[config.mk]
export PLATFORM = sky130hd
export DESIGN_NAME = inst_fetch_unit
export DESIGN_NICKNAME = d
export VERILOG_FILES = /design/src/rtl/inst_fetch_unit.sv
export SDC_FILE = /design/constraint.sdc
export NUM_CORES = 1
export LEC_CHECK = 0
export BUFFER_PORTS_ARGS = -buffer_cell sky130_fd_sc_hd__buf_2
export CORE_UTILIZATION = 45
export DETAILED_ROUTE_END_ITERATION = 12
export PLACE_DENSITY = 0.68
export SLEW_MARGIN = 20
export SYNTH_ARGS = -nofsm -noshare
export SYNTH_HDL_FRONTEND = slang
export SYNTH_SLANG_ARGS = --single-unit
export TNS_END_PERCENT = 20
[constraint.sdc]
create_clock -name clk -period 4.1 [get_ports clk]
set_input_delay 0.205 -clock clk [delete_from_list [all_inputs] [get_ports clk]]
set_output_delay 0.205 -clock clk [all_outputs]
set_load 0.01 [all_outputs]
[src/rtl/inst_fetch_unit.sv]
// Instruction-fetch front end: fetch PC, single outstanding imem read, small
// {pc, word} buffer toward decode, and redirect handling with in-flight discard.
module inst_fetch_unit #(
  parameter logic [31:0] RESET_PC   = 32'h0000_0000,
  parameter int          FIFO_DEPTH = 2
) (
  input  logic        clk,
  input  logic        rst_n,
  output logic        imem_req,
  output logic [31:0] imem_addr,
  input  logic        imem_ack,
  input  logic [31:0] imem_rdata,
  input  logic        redirect_valid,
  input  logic [31:0] redirect_pc,
  output logic        inst_valid,
  output logic [31:0] inst,
  output logic [31:0] inst_pc,
  input  logic        inst_ready
);
  localparam int AW = $clog2(FIFO_DEPTH);
  localparam int CW = $clog2(FIFO_DEPTH + 1);
  localparam logic [CW-1:0] DEPTH_C = CW'(FIFO_DEPTH);

  typedef enum logic [1:0] {IDLE, FETCH, DRAIN} state_t;

  state_t                       r_state, w_state_nxt;
  logic [31:0]                  r_fetch_pc, w_fetch_pc_nxt;
  logic                         w_req_nxt;
  logic [31:0]                  w_addr_nxt;
  logic [FIFO_DEPTH-1:0][63:0]  r_mem;
  logic [AW-1:0]                r_wr, r_rd, w_wr_nxt, w_rd_nxt;
  logic [CW-1:0]                r_cnt, w_cnt_nxt;
  logic                         w_ack, w_pop, w_push, w_room;
  logic [31:0]                  w_target;
  logic [63:0]                  w_head_nxt;

  assign w_target = redirect_pc & ~32'h3;
  // an ack only counts against a request we are actually driving
  assign w_ack    = imem_req & imem_ack;
  assign w_pop    = inst_valid & inst_ready;
  assign w_push   = w_ack & (r_state == FETCH) & ~redirect_valid;

  always_comb begin
    w_wr_nxt  = r_wr;
    w_rd_nxt  = r_rd;
    w_cnt_nxt = r_cnt;
    if (redirect_valid) begin
      w_wr_nxt  = '0;
      w_rd_nxt  = '0;
      w_cnt_nxt = '0;
    end else begin
      w_wr_nxt  = r_wr + AW'(w_push);
      w_rd_nxt  = r_rd + AW'(w_pop);
      w_cnt_nxt = r_cnt + CW'(w_push) - CW'(w_pop);
    end
  end

  // room for one more outstanding read once this cycle's push/pop settle
  assign w_room = (w_cnt_nxt < DEPTH_C);

  // the entry being written this cycle becomes head when nothing older remains
  always_comb begin
    w_head_nxt = r_mem[w_rd_nxt];
    if (w_push && (r_wr == w_rd_nxt)) w_head_nxt = {imem_addr, imem_rdata};
  end

  always_comb begin
    w_state_nxt    = r_state;
    w_fetch_pc_nxt = r_fetch_pc;
    w_req_nxt      = imem_req;
    w_addr_nxt     = imem_addr;
    if (redirect_valid) begin
      w_fetch_pc_nxt = w_target;
      if ((r_state != IDLE) && !w_ack) begin
        w_state_nxt = DRAIN;
      end else begin
        w_state_nxt = FETCH;
        w_req_nxt   = 1'b1;
        w_addr_nxt  = w_target;
      end
    end else begin
      case (r_state)
        IDLE: if (w_room) begin
          w_state_nxt = FETCH;
          w_req_nxt   = 1'b1;
          w_addr_nxt  = r_fetch_pc;
        end
        FETCH: if (w_ack) begin
          w_fetch_pc_nxt = r_fetch_pc + 32'd4;
          if (w_room) begin
            w_addr_nxt = r_fetch_pc + 32'd4;
          end else begin
            w_state_nxt = IDLE;
            w_req_nxt   = 1'b0;
          end
        end
        // fetch_pc already holds the redirect target; the returned word is dropped
        DRAIN: if (w_ack) begin
          if (w_room) begin
            w_state_nxt = FETCH;
            w_addr_nxt  = r_fetch_pc;
          end else begin
            w_state_nxt = IDLE;
            w_req_nxt   = 1'b0;
          end
        end
        default: begin
          w_state_nxt = IDLE;
          w_req_nxt   = 1'b0;
        end
      endcase
    end
  end

  always_ff @(posedge clk or negedge rst_n) begin
    if (!rst_n) begin
      r_state    <= IDLE;
      r_fetch_pc <= RESET_PC;
      imem_req   <= 1'b0;
      imem_addr  <= RESET_PC;
      r_wr       <= '0;
      r_rd       <= '0;
      r_cnt      <= '0;
      r_mem      <= '0;
      inst_valid <= 1'b0;
      inst       <= '0;
      inst_pc    <= '0;
    end else begin
      r_state    <= w_state_nxt;
      r_fetch_pc <= w_fetch_pc_nxt;
      imem_req   <= w_req_nxt;
      imem_addr  <= w_addr_nxt;
      r_wr       <= w_wr_nxt;
      r_rd       <= w_rd_nxt;
      r_cnt      <= w_cnt_nxt;
      if (w_push) r_mem[r_wr] <= {imem_addr, imem_rdata};
      inst_valid <= (w_cnt_nxt != '0);
      if (w_cnt_nxt != '0) begin
        inst_pc <= w_head_nxt[63:32];
        inst    <= w_head_nxt[31:0];
      end
    end
  end

endmodule

---- Word-level counts from Yosys, hierarchy flattened ----
Cells that the tools add are included.
storage, ports and cells
  bits in writable memories ............... 0
  register bits after elaboration ......... 264
  memories kept ........................... 0
  latch bits .............................. 0
  logic and storage cells ................. 85
  bits in read-only memories .............. 0
  input bits .............................. 69
operators by class
  order comparisons ....................... 4
  multipliers ............................. 0
  add/sub/neg operators ................... 5
  mux-type cells .......................... 33
  shift operators ......................... 0
  bitwise logic cells ..................... 5
  divide/modulo/power cells ............... 0
  reductions and logical operators ........ 15
  equality and inequality tests ........... 11
operators with widths
  kind                                                                  number
  32-bit 2-to-1 mux                                                     9
  64-bit 2-to-1 mux                                                     4
  128-bit bitwise mux                                                   1
  32-bit one-hot mux with 3 select lines                                1
  64-bit demux with 1-bit select                                        1
  32-bit by 3-bit adder with 32-bit output, second input constant       1
  3-bit != test, second input constant                                  6
  2-bit 2-to-1 mux                                                      7
  1-bit 2-to-1 mux                                                      8
  4-bit AND reduction                                                   2
  2-bit nonzero test                                                    4
  2-bit one-hot mux with 3 select lines                                 1
  5-bit AND reduction                                                   1
  1-bit bitwise AND                                                     4
  1-bit by 2-bit < comparator with 1-bit output, second input constant  2
  4-bit nonzero test                                                    1
  1-bit logical AND                                                     3
  3-bit by 1-bit != test with 1-bit output, second input constant       1
  1-bit adder                                                           2
  2-bit by 1-bit adder with 2-bit output                                1
  2-bit by 1-bit == test with 1-bit output, second input constant       1
  2-bit == test, second input constant                                  1
  2-bit logical NOT                                                     1
  2-bit < comparator, second input constant                             1
  other kinds (9)                                                       9

---- Depth between registers and ports, before layout ----
  depth in word-level cells ............... 11
  gate-level depth with buffers ........... 17
  mapped depth without buffers ............ 13

---- Worst setup path after synthesis ----
Ideal clock, no wire load.
  path kind ............................... register to register
  start ................................... register r_state[1]
  end ..................................... register imem_addr[30]
  library setup time ...................... 0.126 ns
  path slack .............................. 0.829 ns
  arrival time ............................ 3.145 ns
  data required time ...................... 3.974 ns
  cell stages (with the launch flop) ...... 16
  path through ............................ dfrtp_1 -> inv_1 -> ha_1 -> clkbuf_1 -> nand2_1 -> nor2_1 -> clkbuf_1 -> inv_1 -> ha_1 -> inv_1 -> ha_1 -> xor3_2 -> nor3_4 -> o21ai_2 -> o31a_1 -> o32a_1
on the way
  word-level cells in the longest chain between the ends .. 11
  elaborated cells between the ends (all ways) .. 21
  classes of those cells .................. add/sub: 2; order compare: 1; eq/ne: 6; mux: 5; bitwise: 2; reduce/logical: 5
RTL lines
  what                                         RTL line  source
  from (decl)                                  26        state_t r_state, w_state_nxt;
  from (signal assigned)                       129       r_state <= w_state_nxt;
  2-bit by 1-bit == test with 1-bit output     41, 82
  1-bit bitwise AND (2 in a row)               41        assign w_push = w_ack & (r_state == FETCH) & ~redirect_valid;
  2-bit by 1-bit adder with 2-bit output       54        w_cnt_nxt = r_cnt + CW'(w_push) - CW'(w_pop);
  2-bit by 1-bit subtractor with 2-bit output  54
  2-bit 2-to-1 mux                             47        if (redirect_valid) begin
  2-bit < comparator                           59        assign w_room = (w_cnt_nxt < DEPTH_C);
  32-bit 2-to-1 mux (2 in a row)               n/a
  32-bit one-hot mux with 3 select lines       82        case (r_state)
  32-bit 2-to-1 mux                            72        if (redirect_valid) begin
  to (signal assigned)                         132       imem_addr <= w_addr_nxt;
  to (decl)                                    10        output logic [31:0] imem_addr,
Several ways; a longest one is shown, not always the timed one. The select of a mux whose other input is x is not followed.
A chain may end at the register's enable or synchronous reset.

---- Final worst setup path ----
  start ................................... register r_state[1]
  end ..................................... register inst[14]
on the way
  word-level cells in the longest chain between the ends .. 7
  elaborated cells between the ends (all ways) .. 9
  classes of those cells .................. add/sub: 2; eq/ne: 1; mux: 2; bitwise: 2; reduce/logical: 2
RTL lines
  what                                         RTL line  source
  2-bit by 1-bit == test with 1-bit output *   41
  1-bit bitwise AND * (2 in a row)             41
  2-bit by 1-bit adder with 2-bit output       54
  2-bit by 1-bit subtractor with 2-bit output  54
  2-bit 2-to-1 mux                             47
  2-bit nonzero test                           138       if (w_cnt_nxt != '0) begin
  to (signal assigned)                         140       inst <= w_head_nxt[31:0];
  to (decl)                                    16        output logic [31:0] inst,
Mark *: on every way between the ends. The rest lies on a longest branch, timed or not.

==> results.json <==
{
  "core_area_mm2": 0.0279,
  "report.final.slew_viol_count": 0,
  "grt-ovfl-total": 0,
  "r2r_start": "r_state[1]",
  "grt_max_degree": 127,
  "worst_pin_slew_ps": 970,
  "fin_nets": 1385,
  "synth_edf_count": 0,
  "stdcell_count": 1708,
  "die_y_um": 170,
  "routedWlPerCell_um": 19.0,
  "ys_ff_latch": 258,
  "fin_worst_skew_ps": 7.78,
  "path_buf_inv": 5,
  "fin_area_mm2": 0.0155,
  "ioPinCount": 167,
  "firstDrtPassIters": 5,
  "cts_tree": "yes",
  "cp_data_required_time_ps": 4470,
  "drv_cap": 0,
  "path_clk_slew_ps": 60,
  "p_leak_nw": 6.67,
  "clock_sinks": 258,
  "rr_endpoint": "inst[14]",
  "slowest_stage": "inv_2",
  "hold_depth": 3,
  "gp_congestion": 0.972,
  "fp.dieW_um": 170,
  "route.vias.total": 9672,
  "cts_resized": 0,
  "post-route-period-util": 0.863,
  "antenna_found_initial": 0,
  "status": "finished clean",
  "port_buffers": 164,
  "top_layer_used": "met4",
  "grtUsageTotal": 0.225,
  "syn_to_final_growth_pct": 21.4,
  "met2WireLength_mm": 15.9,
  "grt_pass1_vias": 9658,
  "finalSetupViolCount": 0,
  "synth_cell_types": 70,
  "core.rowCount": 61,
  "crit_path_max_incr_delay_ps": 700,
  "maxSlewHeadroom": 0.353,
  "antennaDiodeCount": 0,
  "via_per_inst": 5.66,
  "ys.flop_type": "dfrtp_1",
  "cp.arrival_ps": 3910,
  "reg2reg_depth": 14,
  "reg2reg_slack_ps": 560,
  "netlist_instances": 1128,
  "p_per_area_mw_per_mm2": 697,
  "cp_top_family": "buffers and inverters",
  "cts_inserted_buffers": 28,
  "drcViolationCount": 0,
  "hold_viol": 0,
  "clk_latency_ps": 530,
  "dr.first_iter.drc_count": 790,
  "synth_fp_nets": 1205,
  "die-area_mm2": 0.0290,
  "grt_setup_unrepaired": "no",
  "hold-path-endpoint": "r_fetch_pc[25]",
  "wl_met3_mm": 1.36,
  "path_class": "reg -> reg",
  "peakVddDrop_v": 0.000429,
  "syn-cell-area_mm2": 0.0127,
  "cts_root_buf": "clkbuf_16",
  "placed_cell_area_mm2": 0.0138,
  "routed_wl_mm": 32.4,
  "ant_nets": 0,
  "total_power_mw": 10.8,
  "yosysSeqAreaShare": 0.507,
  "hp-class": "in -> reg",
  "postSynthAreaPerCell_um2": 11.3,
  "dpl.cell_count": 1594,
  "hold_slack_ps": 47.0,
  "grt_pass1_wl_mm": 51.8,
  "ys_warn_count": 0,
  "crit_path_cell_trace": "inv_1 > ha_1 > nand2_1 > nor2_4 > inv_1 > ha_1 > inv_1 > ha_1 > xor3_2 > o21ai_4 > inv_2 > buf_4 > nand4_1 > o311ai_0",
  "htree_levels": 1,
  "timing.setup.tns_ps": 0,
  "critPathCaptureType": "register",
  "cts_buffer_depth": 3,
  "initial_core_util": 0.458,
  "crit_fanout": 41,
  "num-fill-cells": 2385,
  "synthArstFlopShare": 1.00,
  "fin_crit_ps": 3540,
  "hpwl_mm": 20.4,
  "startpoint_type": "register",
  "layout-drive-gt1-share": 0.300,
  "m1WireLength_mm": 14.7,
  "max_freq_ghz": 0.283,
  "min_from": "redirect_pc[25]"
}
-- sequential cells by signal, summed over array words and instances, names as in the netlist --
| signal | flops |
|---|---|
| r_fetch_pc | 30 |
| r_wr | 1 |
| r_state | 2 |
| imem_addr | 31 |
| r_rd | 1 |
| inst_valid | 1 |
| r_mem | 126 |
| inst_pc | 31 |
| imem_req | 1 |
| r_cnt | 2 |
| inst | 32 |
-- final cells by class --
class	instances	area [µm²]	area share
clock inverters	8	170	0.0110
clock buffers	44	852	0.0551
flip-flops and latches	258	6460	0.417
inverters	14	52.6	0.00340
well taps	378	473	0.0306
multi-input cells	757	5800	0.375
repair buffers	249	1670	0.108
-- worst min-delay path: stages --
cell and delay (ps):
buf_2 80, nand2b_1 110, a21boi_1 140
-- cell usage after synthesis, drive strengths merged, types with 25 or more instances --
| library cell | number | share of area |
|---|---|---|
| dfrtp | 258 | 0.51 |
| o311ai | 63 | 0.043 |
| o21ai | 40 | 0.016 |
| xnor2 | 25 | 0.017 |
| clkbuf | 61 | 0.022 |
| buf | 37 | 0.016 |
| nand4 | 80 | 0.040 |
| nand2 | 111 | 0.033 |
| nand3 | 28 | 0.013 |
| mux2i | 75 | 0.059 |
| nor2 | 39 | 0.011 |
| mux2 | 141 | 0.12 |
-- metal layers --
layer / track usage / vias up
li1: - / 4526
met1: 0.305 / 4870
met2: 0.384 / 241
met3: 0.0288 / 35
met4: 0.0525 / 0
met5: 0 / -
-- metrics by stage --
| step | setup slack (ps) | util |
|---|---|---|
| after floorplan | 829 | - |
| after global placement | 780 | 0.496 |
| after detailed placement | 670 | 0.496 |
| after CTS | 640 | 0.555 |
| after global routing | 352 | 0.555 |
| final | 563 | 0.555 |
-- logic make-up after synthesis --
kind of cell | share of synthesized area
compound gates | 0.0931
buf+inv | 0.0432
xor+xnor | 0.0308
mux | 0.183
flops | 0.507
simple gates | 0.135
fa+ha+maj | 0.00785
-- report_power, final --
part	leakage, nW	total [mW]	switching, mW	internal (mW)
Sequential	3.25	4.29	0.757	3.54
Clock	0.492	2.73	0.998	1.73
Combinational	2.92	3.75	2.12	1.63
Total	6.67	10.8	3.88	6.90
-- layout by cell type, fill, tap and decap left out, types with 7 or more instances in the layout --
master and n:
a31oi_1 9, and3_1 7, xor2_1 17, clkbuf_8 7, mux2_2 141, nor4_1 12
o311ai_1 60, clkbuf_16 29, buf_4 19, o21ai_0 35, nor2_1 38, dlygate4sd3_1 62
a21oi_1 14, inv_1 11, mux2i_1 75, clkbuf_1 8, buf_2 163, nand2_1 111
xnor2_1 24, nand3_1 24, nand4_1 79, dfrtp_1 258, nor3_1 15
-- worst max-delay path by stage --
stage	start	end	slack, ps	cells past startpoint
finish	r_state[1]	inst[14]	560	14
global route	r_state[1]	inst[14]	350	14
CTS	r_state[1]	inst[14]	640	14
detailed placement	r_state[1]	inst[14]	670	14
global placement	r_state[1]	inst[12]	780	14
floorplan	r_state[1]	imem_addr[30]	830	15
-- timing repair --
item	in CTS	in global routing
hold endpoints to repair	256	0
setup endpoints to repair	0	0
buffers inserted	0	0
hold buffers	62	0
(Power assumes the default switching activity.)
